<file path="config.mk">
export PLATFORM = sky130hd
export DESIGN_NAME = kirby_action_ctrl
export DESIGN_NICKNAME = d
export VERILOG_FILES = /design/src/rtl/kirby_pkg.sv /design/src/rtl/kirby_frame_tick.sv /design/src/rtl/kirby_action_ctrl.sv
export SDC_FILE = /design/constraint.sdc
export NUM_CORES = 1
export LEC_CHECK = 0
export BUFFER_PORTS_ARGS = -buffer_cell sky130_fd_sc_hd__buf_4
export CELL_PAD_IN_SITES_DETAIL_PLACEMENT = 1
export CELL_PAD_IN_SITES_GLOBAL_PLACEMENT = 2
export CORE_UTILIZATION = 35
export CTS_CLUSTER_DIAMETER = 100
export CTS_CLUSTER_SIZE = 14
export DETAILED_ROUTE_END_ITERATION = 8
export PLACE_DENSITY = 0.89
export SLEW_MARGIN = 20
export SYNTH_ARGS = -nofsm -noshare
export SYNTH_HDL_FRONTEND = slang
export SYNTH_SLANG_ARGS = --single-unit
</file>
<file path="constraint.sdc">
create_clock -name clk_i -period 5.81 [get_ports clk_i]
set_clock_uncertainty 0.05 [all_clocks]
set_input_delay 1.162 -clock clk_i [delete_from_list [all_inputs] [get_ports clk_i]]
set_output_delay 1.162 -clock clk_i [all_outputs]
set_load 0.01 [all_outputs]
</file>
<file path="src/rtl/kirby_pkg.sv">
`default_nettype none
// ============================================================================
// Module : kirby_pkg
// Purpose: Shared types and constants for the Kirby controller slice: the
//          action encoding, the four control keycodes and play-field defaults.
// Ports  : none (package)
// Rev    : 1.0  initial release
// ============================================================================
package kirby_pkg;

    typedef enum logic [2:0] {
        ACT_IDLE   = 3'd0,
        ACT_WALK   = 3'd1,
        ACT_JUMP   = 3'd2,
        ACT_FALL   = 3'd3,
        ACT_FLOAT  = 3'd4,
        ACT_INHALE = 3'd5
    } action_t;

    localparam logic [7:0] KEY_A = 8'h04;
    localparam logic [7:0] KEY_D = 8'h07;
    localparam logic [7:0] KEY_W = 8'h1A;
    localparam logic [7:0] KEY_J = 8'h0D;

    localparam logic [9:0]        DEF_X_MIN      = 10'd203;
    localparam logic [9:0]        DEF_X_MAX      = 10'd436;
    localparam logic [9:0]        DEF_Y_MIN      = 10'd152;
    localparam logic [9:0]        DEF_Y_MAX      = 10'd327;
    localparam logic [9:0]        DEF_SIZE       = 10'd4;
    localparam logic [9:0]        DEF_X_STEP     = 10'd1;
    localparam logic signed [9:0] DEF_JUMP_V     = -10'sd6;
    localparam logic signed [9:0] DEF_FLOAT_LIFT = -10'sd2;
    localparam logic signed [9:0] DEF_MAX_FALL   = 10'sd4;
    localparam logic signed [9:0] DEF_FLOAT_FALL = 10'sd1;
    localparam logic [5:0]        DEF_INHALE_MIN = 6'd8;
    localparam logic [3:0]        DEF_ANIM_DIV   = 4'd6;
    localparam logic [9:0]        DEF_START_X    = 10'd320;

    // Actions in which the vertical physics step runs.
    function automatic logic is_airborne(input action_t a);
        return (a == ACT_JUMP) || (a == ACT_FALL) || (a == ACT_FLOAT);
    endfunction

endpackage
`default_nettype wire

</file>
<file path="src/rtl/kirby_frame_tick.sv">
`default_nettype none
// ============================================================================
// Module : kirby_frame_tick
// Purpose: Turns the slow frame_clk level into a single-cycle tick pulse,
//          registered one clock after the rising edge is seen.
// Ports  : clk_i       system clock
//          rst_i       synchronous active-high reset
//          frame_clk_i frame strobe level
//          tick_o      one-clock pulse per frame_clk rising edge
// Rev    : 1.0  initial release
// ============================================================================
module kirby_frame_tick (
    input  logic clk_i,
    input  logic rst_i,
    input  logic frame_clk_i,
    output logic tick_o
);

    logic frame_prev_q;
    logic tick_q;

    always_ff @(posedge clk_i) begin
        if (rst_i) begin
            frame_prev_q <= 1'b0;
            tick_q       <= 1'b0;
        end else begin
            frame_prev_q <= frame_clk_i;
            tick_q       <= frame_clk_i & ~frame_prev_q;
        end
    end

    assign tick_o = tick_q;

endmodule
`default_nettype wire

</file>
<file path="src/rtl/kirby_action_ctrl.sv">
`default_nettype none
// ============================================================================
// Module : kirby_action_ctrl
// Purpose: Per-frame Kirby movement/action sequencer: key decode, action FSM,
//          gravity with screen clamping, facing and animation sub-frame.
// Ports  : clk_i, rst_i       clock, synchronous active-high reset
//          frame_clk_i        frame strobe level
//          keycode_i[7:0]     current HID keycode
//          kirby_x_o/_y_o     Kirby centre position
//          action_o[2:0]      action_t encoding
//          facing_left_o      sprite mirrored
//          anim_frame_o[1:0]  animation sub-frame
//          inhale_active_o    high while action is INHALE
// Rev    : 1.0  initial release
// ============================================================================
module kirby_action_ctrl
    import kirby_pkg::*;
#(
    parameter logic [9:0]        X_MIN      = DEF_X_MIN,
    parameter logic [9:0]        X_MAX      = DEF_X_MAX,
    parameter logic [9:0]        Y_MIN      = DEF_Y_MIN,
    parameter logic [9:0]        Y_MAX      = DEF_Y_MAX,
    parameter logic [9:0]        SIZE       = DEF_SIZE,
    parameter logic [9:0]        X_STEP     = DEF_X_STEP,
    parameter logic signed [9:0] JUMP_V     = DEF_JUMP_V,
    parameter logic signed [9:0] FLOAT_LIFT = DEF_FLOAT_LIFT,
    parameter logic signed [9:0] MAX_FALL   = DEF_MAX_FALL,
    parameter logic signed [9:0] FLOAT_FALL = DEF_FLOAT_FALL,
    parameter logic [5:0]        INHALE_MIN = DEF_INHALE_MIN,
    parameter logic [3:0]        ANIM_DIV   = DEF_ANIM_DIV
) (
    input  logic       clk_i,
    input  logic       rst_i,
    input  logic       frame_clk_i,
    input  logic [7:0] keycode_i,
    output logic [9:0] kirby_x_o,
    output logic [9:0] kirby_y_o,
    output logic [2:0] action_o,
    output logic       facing_left_o,
    output logic [1:0] anim_frame_o,
    output logic       inhale_active_o
);

    localparam logic [9:0] c_x_lo     = X_MIN + SIZE;
    localparam logic [9:0] c_x_hi     = X_MAX - SIZE;
    localparam logic [9:0] c_y_top    = Y_MIN + SIZE;
    localparam logic [9:0] c_y_ground = Y_MAX - SIZE;

    logic tick;

    kirby_frame_tick u_frame_tick (
        .clk_i       (clk_i),
        .rst_i       (rst_i),
        .frame_clk_i (frame_clk_i),
        .tick_o      (tick)
    );

    logic [9:0]        x_q, x_d, y_q, y_d;
    logic signed [9:0] vy_q, vy_d;
    action_t           state_q, state_d;
    logic              facing_q, facing_d;
    logic [1:0]        anim_q, anim_d;
    logic [3:0]        div_q, div_d;
    logic [5:0]        cnt_q, cnt_d, cnt_inc;
    logic              w_prev_q, w_prev_d;

    logic              key_a, key_d, key_w, key_j, w_edge;
    logic signed [9:0] vy_use;
    logic signed [10:0] y_sum;

    assign key_a   = (keycode_i == KEY_A);
    assign key_d   = (keycode_i == KEY_D);
    assign key_w   = (keycode_i == KEY_W);
    assign key_j   = (keycode_i == KEY_J);
    assign w_edge  = key_w & ~w_prev_q;
    assign cnt_inc = (cnt_q == 6'h3F) ? cnt_q : cnt_q + 6'd1;

    always_comb begin
        x_d      = x_q;
        y_d      = y_q;
        vy_d     = vy_q;
        state_d  = state_q;
        facing_d = facing_q;
        anim_d   = anim_q;
        div_d    = div_q;
        cnt_d    = cnt_q;
        w_prev_d = w_prev_q;
        vy_use   = vy_q;
        y_sum    = '0;

        if (tick) begin
            w_prev_d = key_w;

            // Horizontal motion is frozen only while already inhaling.
            if (state_q != ACT_INHALE) begin
                if (key_a) begin
                    facing_d = 1'b1;
                    x_d      = (x_q < c_x_lo + X_STEP) ? c_x_lo : x_q - X_STEP;
                end else if (key_d) begin
                    facing_d = 1'b0;
                    x_d      = (x_q + X_STEP > c_x_hi) ? c_x_hi : x_q + X_STEP;
                end
            end

            case (state_q)
                ACT_IDLE, ACT_WALK: begin
                    if (key_j) begin
                        state_d = ACT_INHALE;
                        cnt_d   = 6'd0;
                    end else if (w_edge) begin
                        state_d = ACT_JUMP;
                        vy_use  = JUMP_V;
                    end else if (key_a || key_d) begin
                        state_d = ACT_WALK;
                    end else begin
                        state_d = ACT_IDLE;
                    end
                end
                ACT_JUMP: begin
                    if (!vy_q[9]) begin
                        state_d = ACT_FALL;
                    end else if (w_edge) begin
                        state_d = ACT_FLOAT;
                        vy_use  = FLOAT_LIFT;
                    end
                end
                ACT_FALL: begin
                    if (w_edge) begin
                        state_d = ACT_FLOAT;
                        vy_use  = FLOAT_LIFT;
                    end
                end
                ACT_FLOAT: begin
                    vy_use = w_edge ? FLOAT_LIFT : FLOAT_FALL;
                end
                ACT_INHALE: begin
                    cnt_d = cnt_inc;
                    if ((cnt_inc >= INHALE_MIN) && !key_j) begin
                        state_d = ACT_IDLE;
                    end
                end
                default: state_d = ACT_IDLE;
            endcase

            // Vertical step uses the velocity chosen for this tick (so the
            // take-off frame already moves by JUMP_V); float has no gravity.
            if (is_airborne(state_d)) begin
                y_sum = $signed({1'b0, y_q}) + $signed({vy_use[9], vy_use});
                if (state_d == ACT_FLOAT) begin
                    vy_d = vy_use;
                end else begin
                    vy_d = (vy_use >= MAX_FALL) ? MAX_FALL : vy_use + 10'sd1;
                end
                if (y_sum >= $signed({1'b0, c_y_ground})) begin
                    y_d     = c_y_ground;
                    vy_d    = 10'sd0;
                    state_d = ACT_IDLE;
                end else if (y_sum <= $signed({1'b0, c_y_top})) begin
                    y_d  = c_y_top;
                    vy_d = 10'sd0;
                end else begin
                    y_d = y_sum[9:0];
                end
            end

            if (state_d != state_q) begin
                div_d  = 4'd0;
                anim_d = 2'd0;
            end else if (div_q == ANIM_DIV - 4'd1) begin
                div_d  = 4'd0;
                anim_d = anim_q + 2'd1;
            end else begin
                div_d = div_q + 4'd1;
            end
        end
    end

    always_ff @(posedge clk_i) begin
        if (rst_i) begin
            x_q      <= DEF_START_X;
            y_q      <= c_y_ground;
            vy_q     <= 10'sd0;
            state_q  <= ACT_IDLE;
            facing_q <= 1'b0;
            anim_q   <= 2'd0;
            div_q    <= 4'd0;
            cnt_q    <= 6'd0;
            w_prev_q <= 1'b0;
        end else begin
            x_q      <= x_d;
            y_q      <= y_d;
            vy_q     <= vy_d;
            state_q  <= state_d;
            facing_q <= facing_d;
            anim_q   <= anim_d;
            div_q    <= div_d;
            cnt_q    <= cnt_d;
            w_prev_q <= w_prev_d;
        end
    end

    assign kirby_x_o       = x_q;
    assign kirby_y_o       = y_q;
    assign action_o        = state_q;
    assign facing_left_o   = facing_q;
    assign anim_frame_o    = anim_q;
    assign inhale_active_o = (state_q == ACT_INHALE);

endmodule
`default_nettype wire

</file>
==> results of run 1 <==
## cell type report
cell class | count | area, µm²
well taps | 136 | 170
fillers | 1337 | 6080
repair buffers | 55 | 413
clock inverters | 3 | 25.0
clock buffers | 5 | 68.8
multi-input cells | 420 | 2660
inverters | 16 | 60.1
flip-flops and latches | 49 | 981
## registers in the layout, indices dropped and copies added (netlist names)
register                   flops
cnt_q                          6
facing_left_o                  1
kirby_y_o                     10
anim_frame_o                   2
kirby_x_o                     10
u_frame_tick.tick_o            1
w_prev_q                       1
action_o                       3
vy_q                          10
div_q                          4
u_frame_tick.frame_prev_q      1
## metrics by stage
stage	instance area (µm²)	total power [mW]
floorplan	3840	0.370
global placement	4280	0.381
detailed placement	4280	0.382
CTS	4370	0.613
global route	4380	0.630
finish	4380	0.605
## critical path, delay by kind of cell
family	cells	cell delay [ns]
buffers and inverters	3	0.48
AND/OR/NAND/NOR	4	1.42
adder cells (fa/ha/maj)	1	0.32
AO/OA/AOI/OAI	9	2.21
## final timing paths
check | cells past startpoint | start | slack (ns) | to
min | 1 | u_frame_tick.frame_prev_q | 0.35 | u_frame_tick.tick_o
max | 17 | keycode_i[5] | 0.42 | div_q[2]
min reg2reg | 1 | u_frame_tick.frame_prev_q | 0.35 | u_frame_tick.tick_o
max reg2reg | 17 | action_o[1] | 1.09 | div_q[2]
## layer usage
layer | global-route usage (%) | wire, µm | up-vias
met5 | 0 | 0 | -
met4 | 9.78 | 272 | 0
met3 | 3.16 | 416 | 13
met2 | 37.4 | 5770 | 69
met1 | 26.6 | 5490 | 1950
li1 | - | - | 1969
## cells by family (layout without fill, tap and decap cells)
| logic type | count (synthesis) | after routing | synth area share [%] |
|---|---|---|---|
| simple gates | 234 | 234 | 30.7 |
| compound gates | 149 | 149 | 27.6 |
| flops | 49 | 49 | 25.5 |
| buf+inv | 45 | 79 | 5.53 |
| xor+xnor | 19 | 19 | 4.52 |
| fa+ha+maj | 18 | 18 | 6.05 |
## placed cells by master, fill, tap and decap left out, types with 10 or more instances in the layout
master | synthesis | routed
inv_1 | 16 | 16
o21ai_0 | 18 | 18
buf_4 | 3 | 55
nand2_1 | 57 | 57
nor2b_1 | 10 | 10
xor2_1 | 11 | 11
nor2_1 | 61 | 61
ha_1 | 17 | 17
a21oi_1 | 38 | 38
nand2b_1 | 12 | 12
nand3_1 | 19 | 19
dfxtp_1 | 49 | 49
a211oi_1 | 13 | 13
nor3_1 | 19 | 19
## power groups by stage
stage | Clock (mW) | Combinational, mW | Sequential, mW
finish | 0.231 | 0.0337 | 0.341
global route | 0.251 | 0.0374 | 0.341
CTS | 0.238 | 0.0337 | 0.341
detailed placement | 0 | 0.0335 | 0.348
global placement | 0 | 0.0327 | 0.348
floorplan | 0 | 0.0230 | 0.347
## timing repair
item,in CTS,in global routing
endpoints found under the setup margin,0,1
resized for setup,0,1
endpoints found under the hold margin,0,0
==> qor.csv, run 1 <==
stage;metric;value;unit
floorplanning;die height;107;µm
final_layout;# nets final;576;
floorplanning;Site Rows;37;
synth;Synth area leaders;dfxtp_1, nor2_1, nand2_1, ha_1, a21oi_1;
power_and_ir_drop;Clk pwr share;38.2;%
place;PortBufs;37;
grt;global-route wire length before repair;19700;µm
synth;Cell Area, Synth;3840;µm²
cts;clk sinks;49;
cts;CTS tree;yes;
grt;final global-route overflow total;0;
cts;H-tree depth;2;
timing;max frequency;185;MHz
critical_path;Setup CP Type;in -> reg;
critical_path;CP max FO;10;
synth;Synth top area share;25.5;%
power_and_ir_drop;Pleak;1.67;nW
timing;Slew HR;27.6;%
final_layout;layout cells sized above 1;13.9;%
place;DP HPWL;8930;µm
critical_path;critical path's most frequent cell;buf_4;
floorplanning;Core Box Area;10500;µm²
critical_path;worst path cell trace;buf_4, or4b_1, nor3_2, buf_4, a21oi_1, a211oi_2, ha_1, o21ai_0, o211ai_1, a211oi_1, nor4bb_1, o31ai_2, a211oi_1, buf_4, a2bb2oi_4, nand4b_1, a31oi_1;
final_layout;Layout Utilization;41.9;%
cts;CTS clock-pin slew for the worst setup and hold paths;0.11;ns
grt;Total GRT Usage;21.7;%
cts;Post-CTS Setup Bufs;0;
critical_path;critical path arrival;5.62;ns
power_and_ir_drop;Net Sw Power;0.166;mW
synth;synthesis-stage register bit count;49;
synth;Synth cell types;72;
power_and_ir_drop;switching part of the total;27.5;%
critical_path;endpoint type of the worst setup path;flip-flop;
place;gpl congestion;0.835;
timing;WHS;0.347;ns
cts;Post-CTS Hold Fix Bufs;0;
timing;Worst Tran Pin Value;1.08;ns
synth;Async SR Flop Fraction;0;%
routing;drt drc;0;
synth;syn_nets;543;
power_and_ir_drop;Gate power share;5.6;%
timing;final number of setup-violating endpoints;0;
critical_path;slowest stage delay, CP;0.59;ns
floorplanning;die area;11400;µm²
power_and_ir_drop;power share of the sequential group;56.3;%
place;number of cells after detailed placement;676;
synth;prevailing post-synth register cell;dfxtp_1;
final_layout;Cell Count, Final, Fillers Out;684;
floorplanning;Starting Density;36.7;%
floorplanning;Die W;107;µm
routing;Final ANT Viol Nets;0;
floorplanning;I/O pin total;38;
power_and_ir_drop;Pint;0.439;mW
hold_path;Hold Crit Class;reg -> reg;
grt;pin count of the biggest net entering global routing;45;
timing;RSZ-0062 raised after global routing;no;
synth;sequential area share after synthesis;25.5;%
timing;Fin. Hold Viols;0;
synth;top-count cell post-synth;nor2_1;
synth;number of enable flip-flop cells after synthesis;0;
timing;Final period util;92.8;%
critical_path;Worst Path Required;6.04;ns
cts;CTS root buffer;clkbuf_8;
synth;syn_area_per_cell;7.48;µm²
final_layout;antenna diode count;0;
cts;CTS Buf Count;5;
routing;routed wire length;11900;µm
routing;drt via density;5.85;
power_and_ir_drop;Peak supply drop;0.115;mV
routing;via count;4001;
cts;Bufs on Longest Clock Path;2;
synth;synthesized instance count;514;
outcome;status;finished, final reports clean;
critical_path;Worst setup SP type;input pin;
final_layout;Area growth syn-to-layout;13.9;%
timing;fin. max-slew vios;0;
timing;TNS Setup;0;ns
timing;final setup margin;0.418;ns
synth;Synth area leader;dfxtp_1;
synth;Post-synth top cells;nor2_1, nand2_1, dfxtp_1;
place;post-place setup slack;0.0289;ns
power_and_ir_drop;Pwr per Cell Area;138;nW/µm²
routing;Iter 0 DRT Violations;147;
routing;DR pass1 iterations;4;
timing;crit path time final;5.39;ns
critical_path;critical path's slowest cell;or4b_1;
job;maxcap violations;0;
grt;initial antenna violation count;0;
routing;WL/cell;17.5;µm
synth;synth warn;0;
cts;clock insertion delay at the later pin of the skew report;0.35;ns
grt;vias in the first global route;4051;
Note: power is estimated with default switching activity, not from simulation.
==> run 2, diff against run 1 <==
--- a/config.mk
+++ b/config.mk
@@ -13,6 +13,7 @@
 export CTS_CLUSTER_SIZE = 14
 export DETAILED_ROUTE_END_ITERATION = 8
 export PLACE_DENSITY = 0.89
+export RECOVER_POWER = 25
 export SLEW_MARGIN = 20
 export SYNTH_ARGS = -nofsm -noshare
 export SYNTH_HDL_FRONTEND = slang
==> qor.csv, run 2 (synthesis results as in run 1) <==
stage;metric;value;unit
outcome;status;finished with violations;
outcome;failing checks;max-capacitance violations, max-slew violations;
final_layout;most common cell after layout, fill and taps aside;nor2_1;
final_layout;most frequent cells in the layout;nor2_1, nand2_1, dfxtp_1;
final_layout;fillers;1344;
timing;TNS Setup;0;ns
critical_path;Worst Path Required;6.01;ns
timing;final number of setup-violating endpoints;0;
critical_path;critical path's most frequent cell;buf_4;
timing;WHS;0.349;ns
cts;H-tree depth;2;
timing;Fin. Hold Viols;0;
cts;CTS tree;yes;
timing;Final period util;93.2;%
timing;RSZ-0062 raised after global routing;no;
timing;Worst Tran Pin Value;2.09;ns
power_and_ir_drop;Pwr per Cell Area;140;nW/µm²
cts;Bufs on Longest Clock Path;2;
critical_path;Worst setup SP type;input pin;
routing;routed wire length;11900;µm
cts;CTS clock-pin slew for the worst setup and hold paths;0.11;ns
hold_path;Hold Crit Class;reg -> reg;
final_layout;design area;4320;µm²
power_and_ir_drop;Total Power;0.604;mW
timing;crit path time final;5.41;ns
grt;Total GRT Usage;21.7;%
final_layout;antenna diode count;0;
routing;drt via density;5.86;
critical_path;endpoint type of the worst setup path;flip-flop;
floorplanning;Site Rows;37;
final_layout;Area growth syn-to-layout;12.3;%
critical_path;slowest stage delay, CP;0.59;ns
routing;Iter 0 DRT Violations;162;
routing;via count;4007;
floorplanning;die area;11400;µm²
grt;pin count of the biggest net entering global routing;45;
place;PortBufs;37;
cts;Post-CTS Hold Fix Bufs;0;
cts;clock insertion delay at the later pin of the skew report;0.35;ns
power_and_ir_drop;Peak supply drop;0.115;mV
grt;final global-route overflow total;0;
critical_path;worst path cell trace;buf_4, or4b_1, nor3_2, buf_4, a21oi_1, a211oi_2, ha_1, o21ai_0, o211ai_1, a211oi_1, nor4bb_1, o31ai_2, a211oi_1, buf_4, a2bb2oi_4, nand4b_1, a31oi_1;
cts;CTS Buf Count;5;
critical_path;CP max FO;10;
floorplanning;Starting Density;36.7;%
grt;initial antenna violation count;0;
critical_path;CP bufs+invs;3;
routing;drt drc;0;
critical_path;critical path arrival;5.62;ns
grt;global-route wire length before repair;19700;µm
grt;vias in the first global route;4051;
timing;fin. max-slew vios;45;
critical_path;critical path's slowest cell;or4b_1;
floorplanning;die height;107;µm
floorplanning;Die W;107;µm
job;maxcap violations;1;
cts;CTS root buffer;clkbuf_8;
place;gpl congestion;0.835;
critical_path;critical path's top delay family;compound AO/OA/AOI/OAI gates;
cts;clk sinks;49;
timing;Slew HR;-39.5;%
cts;post_cts resized;0;
cts;Post-CTS Setup Bufs;0;
timing;max frequency;185;MHz
power_and_ir_drop;Pleak;1.60;nW
routing;DR pass1 iterations;4;
floorplanning;Core Box Area;10500;µm²
place;DP HPWL;8930;µm
place;area post-placement;4280;µm²
floorplanning;I/O pin total;38;
final_layout;# nets final;576;
routing;Final ANT Viol Nets;0;
routing;WL/cell;17.4;µm
critical_path;Setup CP Type;in -> reg;
final_layout;layout cells sized above 1;10.8;%
## run 2: cell count changes in the layout (fill, tap and decap cells not counted), sizes merged
cell    delta
buf       -17
clkbuf    +17
## run 2: stage by stage
step                setup slack [ns]  utilization, %  cells
floorplan                      0.633               -    514
global placement               0.255            40.9    676
detailed placement            0.0289            40.9    676
CTS                            0.393            41.8    684
global route                  0.0746            41.2    684
finish                         0.397            41.2    684
## run 2: worst paths after layout
path	from	to	slack, ns	cells past startpoint
setup / recovery	keycode_i[5]	div_q[2]	0.40	17
setup reg to reg	action_o[1]	div_q[2]	1.05	17
hold / removal	u_frame_tick.frame_prev_q	u_frame_tick.tick_o	0.35	1
hold reg to reg	u_frame_tick.frame_prev_q	u_frame_tick.tick_o	0.35	1
## run 2: power by group
part	total [mW]	switching [mW]	internal, mW
clock	0.230	0.142	0.0881
combinational	0.0333	0.0205	0.0128
sequential	0.341	0.00302	0.338
total	0.604	0.165	0.438
## run 2: per-layer routing
layer | track usage, % | wire length, µm
met1 | 26.6 | 5380
met2 | 37.4 | 5810
met3 | 3.16 | 434
met4 | 9.78 | 271
met5 | 0 | 0
## run 2: layout make-up
type	count	area (µm²)	area share, %
multi-input cells	420	2660	61.7
flip-flops and latches	49	981	22.7
repair buffers	55	349	8.09
well taps	136	170	3.94
clock buffers	5	68.8	1.59
inverters	16	60.1	1.39
clock inverters	3	25.0	0.580
==> run 3, diff against run 2 <==
--- a/config.mk
+++ b/config.mk
@@ -5,14 +5,15 @@
 export SDC_FILE = /design/constraint.sdc
 export NUM_CORES = 1
 export LEC_CHECK = 0
-export BUFFER_PORTS_ARGS = -buffer_cell sky130_fd_sc_hd__buf_4
+export CAP_MARGIN = 20
 export CELL_PAD_IN_SITES_DETAIL_PLACEMENT = 1
 export CELL_PAD_IN_SITES_GLOBAL_PLACEMENT = 2
-export CORE_UTILIZATION = 35
+export CORE_UTILIZATION = 37
 export CTS_CLUSTER_DIAMETER = 100
 export CTS_CLUSTER_SIZE = 14
 export DETAILED_ROUTE_END_ITERATION = 8
-export PLACE_DENSITY = 0.89
+export DONT_BUFFER_PORTS = 1
+export PLACE_DENSITY = 0.88
 export RECOVER_POWER = 25
 export SLEW_MARGIN = 20
 export SYNTH_ARGS = -nofsm -noshare
==> qor.csv, run 3 (synthesis results as in run 1) <==
stage;metric;value;unit
cts;CTS tree;yes;
critical_path;critical path arrival;5.65;ns
routing;WL/cell;17.8;µm
routing;drt via density;6.06;
timing;fin. max-slew vios;0;
critical_path;R2R setup slack;0.79;ns
cts;CTS clock-pin slew for the worst setup and hold paths;0.09;ns
final_layout;design area;4030;µm²
critical_path;Worst setup SP type;input pin;
final_layout;# nets final;534;
outcome;status;finished, final reports clean;
routing;Iter 0 DRT Violations;123;
routing;Final ANT Viol Nets;0;
routing;via count;3861;
critical_path;worst path cell trace;or4b_1, or3_1, nand2_1, nand2b_1, ha_1, fa_1, a211oi_1, o21ai_0, a31oi_1, xor2_1, o31ai_1, nand4_1, a2bb2oi_4, nand4b_1, a31oi_1;
timing;Fin. Hold Viols;0;
critical_path;FF-to-FF End;div_q[2];
cts;post_cts resized;0;
timing;WHS;0.364;ns
power_and_ir_drop;Pwr per Cell Area;137;nW/µm²
cts;CTS Buf Count;5;
cts;Bufs on Longest Clock Path;2;
grt;pin count of the biggest net entering global routing;45;
critical_path;Worst Path Required;5.99;ns
critical_path;critical path's most frequent cell;a31oi_1;
critical_path;CP bufs+invs;0;
floorplanning;Starting Density;38.8;%
floorplanning;Site Rows;36;
hold_path;HP Start;u_frame_tick.frame_prev_q;
timing;TNS Setup;0;ns
cts;CTS root buffer;clkbuf_8;
place;area post-placement;3960;µm²
critical_path;critical path's slowest cell;or4b_1;
hold_path;hold-critical path endpoint;u_frame_tick.tick_o;
timing;crit path time final;5.47;ns
timing;Slew HR;46.7;%
routing;drt drc;0;
final_layout;antenna diode count;0;
floorplanning;Core Box Area;9910;µm²
hold_path;Hold Crit Class;reg -> reg;
cts;Post-CTS Hold Fix Bufs;0;
routing;routed wire length;11300;µm
final_layout;most common cell after layout, fill and taps aside;nor2_1;
grt;vias in the first global route;3915;
place;DP HPWL;8580;µm
grt;final global-route overflow total;0;
timing;Final period util;94.2;%
power_and_ir_drop;Pleak;1.45;nW
critical_path;Critical R2R Launch;action_o[0];
floorplanning;die area;10800;µm²
floorplanning;I/O pin total;38;
timing;RSZ-0062 raised after global routing;no;
job;maxcap violations;0;
grt;global-route wire length before repair;19200;µm
cts;clk sinks;49;
timing;final number of setup-violating endpoints;0;
power_and_ir_drop;Total Power;0.553;mW
critical_path;slowest stage delay, CP;0.61;ns
critical_path;worst-case reg-to-reg path depth;14;
final_layout;most frequent cells in the layout;nor2_1, nand2_1, dfxtp_1;
power_and_ir_drop;Peak supply drop;0.0950;mV
timing;Worst Tran Pin Value;0.794;ns
cts;clock insertion delay at the later pin of the skew report;0.30;ns
hold_path;Hold Crit Depth;1;
place;PortBufs;0;
grt;initial antenna violation count;0;
cts;Post-CTS Setup Bufs;0;
cts;H-tree depth;2;
routing;DR pass1 iterations;4;
floorplanning;Die W;104;µm
place;gpl congestion;0.870;
final_layout;Area growth syn-to-layout;4.82;%
critical_path;Setup CP Type;in -> reg;
floorplanning;die height;104;µm
grt;Total GRT Usage;21.4;%
critical_path;CP max FO;10;
final_layout;layout cells sized above 1;5.95;%
timing;max frequency;183;MHz
critical_path;critical path's top delay family;compound AO/OA/AOI/OAI gates;
critical_path;endpoint type of the worst setup path;flip-flop;
run 3: cell count changes in the layout (fill, tap and decap cells not counted):
cell        delta
o31ai_1        +1
clkinv_2       +1
nor4_1         +1
o31ai_2        -1
inv_6          -2
nor4_2         -1
clkbuf_1      -17
buf_4         -25
clkinvlp_4     -1
run 3: metrics by stage:
stage	worst slack [ns]	util, %	cells
global route	0.0646	40.7	637
detailed placement	0.0374	39.9	631
finish	0.336	40.7	637
CTS	0.352	40.7	637
global placement	0.285	39.9	631
floorplan	0.633	-	514
run 3: layout make-up:
class | count | area, µm²
clock inverters | 1 | 5.00
repair buffers | 13 | 97.6
clock buffers | 5 | 68.8
well taps | 133 | 166
multi-input cells | 420 | 2650
fillers | 1251 | 5880
flip-flops and latches | 49 | 981
inverters | 16 | 60.1
run 3: worst max-delay path by stage:
stage                       startpoint        to  slack [ns]  depth (start not counted)
after CTS                 keycode_i[5]  div_q[2]        0.35                         15
after global routing      keycode_i[5]  div_q[2]        0.06                         15
after detailed placement  keycode_i[5]  div_q[2]        0.04                         15
final                     keycode_i[5]  div_q[2]        0.34                         15
after floorplan           keycode_i[3]  div_q[2]        0.63                         16
after global placement    keycode_i[5]  div_q[2]        0.28                         15
run 3: worst register-to-register path, cell delays in order (launching register included):
cell and delay (ns):
dfxtp_1 0.46, nor2_1 0.35, a21oi_1 0.16, o21ai_1 0.53, nand2_1 0.31, fa_1 0.51
a211oi_1 0.42, o21ai_0 0.23, a31oi_1 0.25, xor2_1 0.11, o31ai_1 0.59, nand4_1 0.27
a2bb2oi_4 0.34, nand4b_1 0.17, a31oi_1 0.20
run 3: report_power, final:
part | switching (mW) | internal [mW]
Sequential | 0.00341 | 0.337
Clock | 0.113 | 0.0796
Combinational | 0.0114 | 0.00866
run 3: per-layer routing:
metal	wire [µm]	GRT usage, %
met5	0	0
met1	5320	27.5
met3	407	3.57
met2	5410	36.6
met4	179	6.43
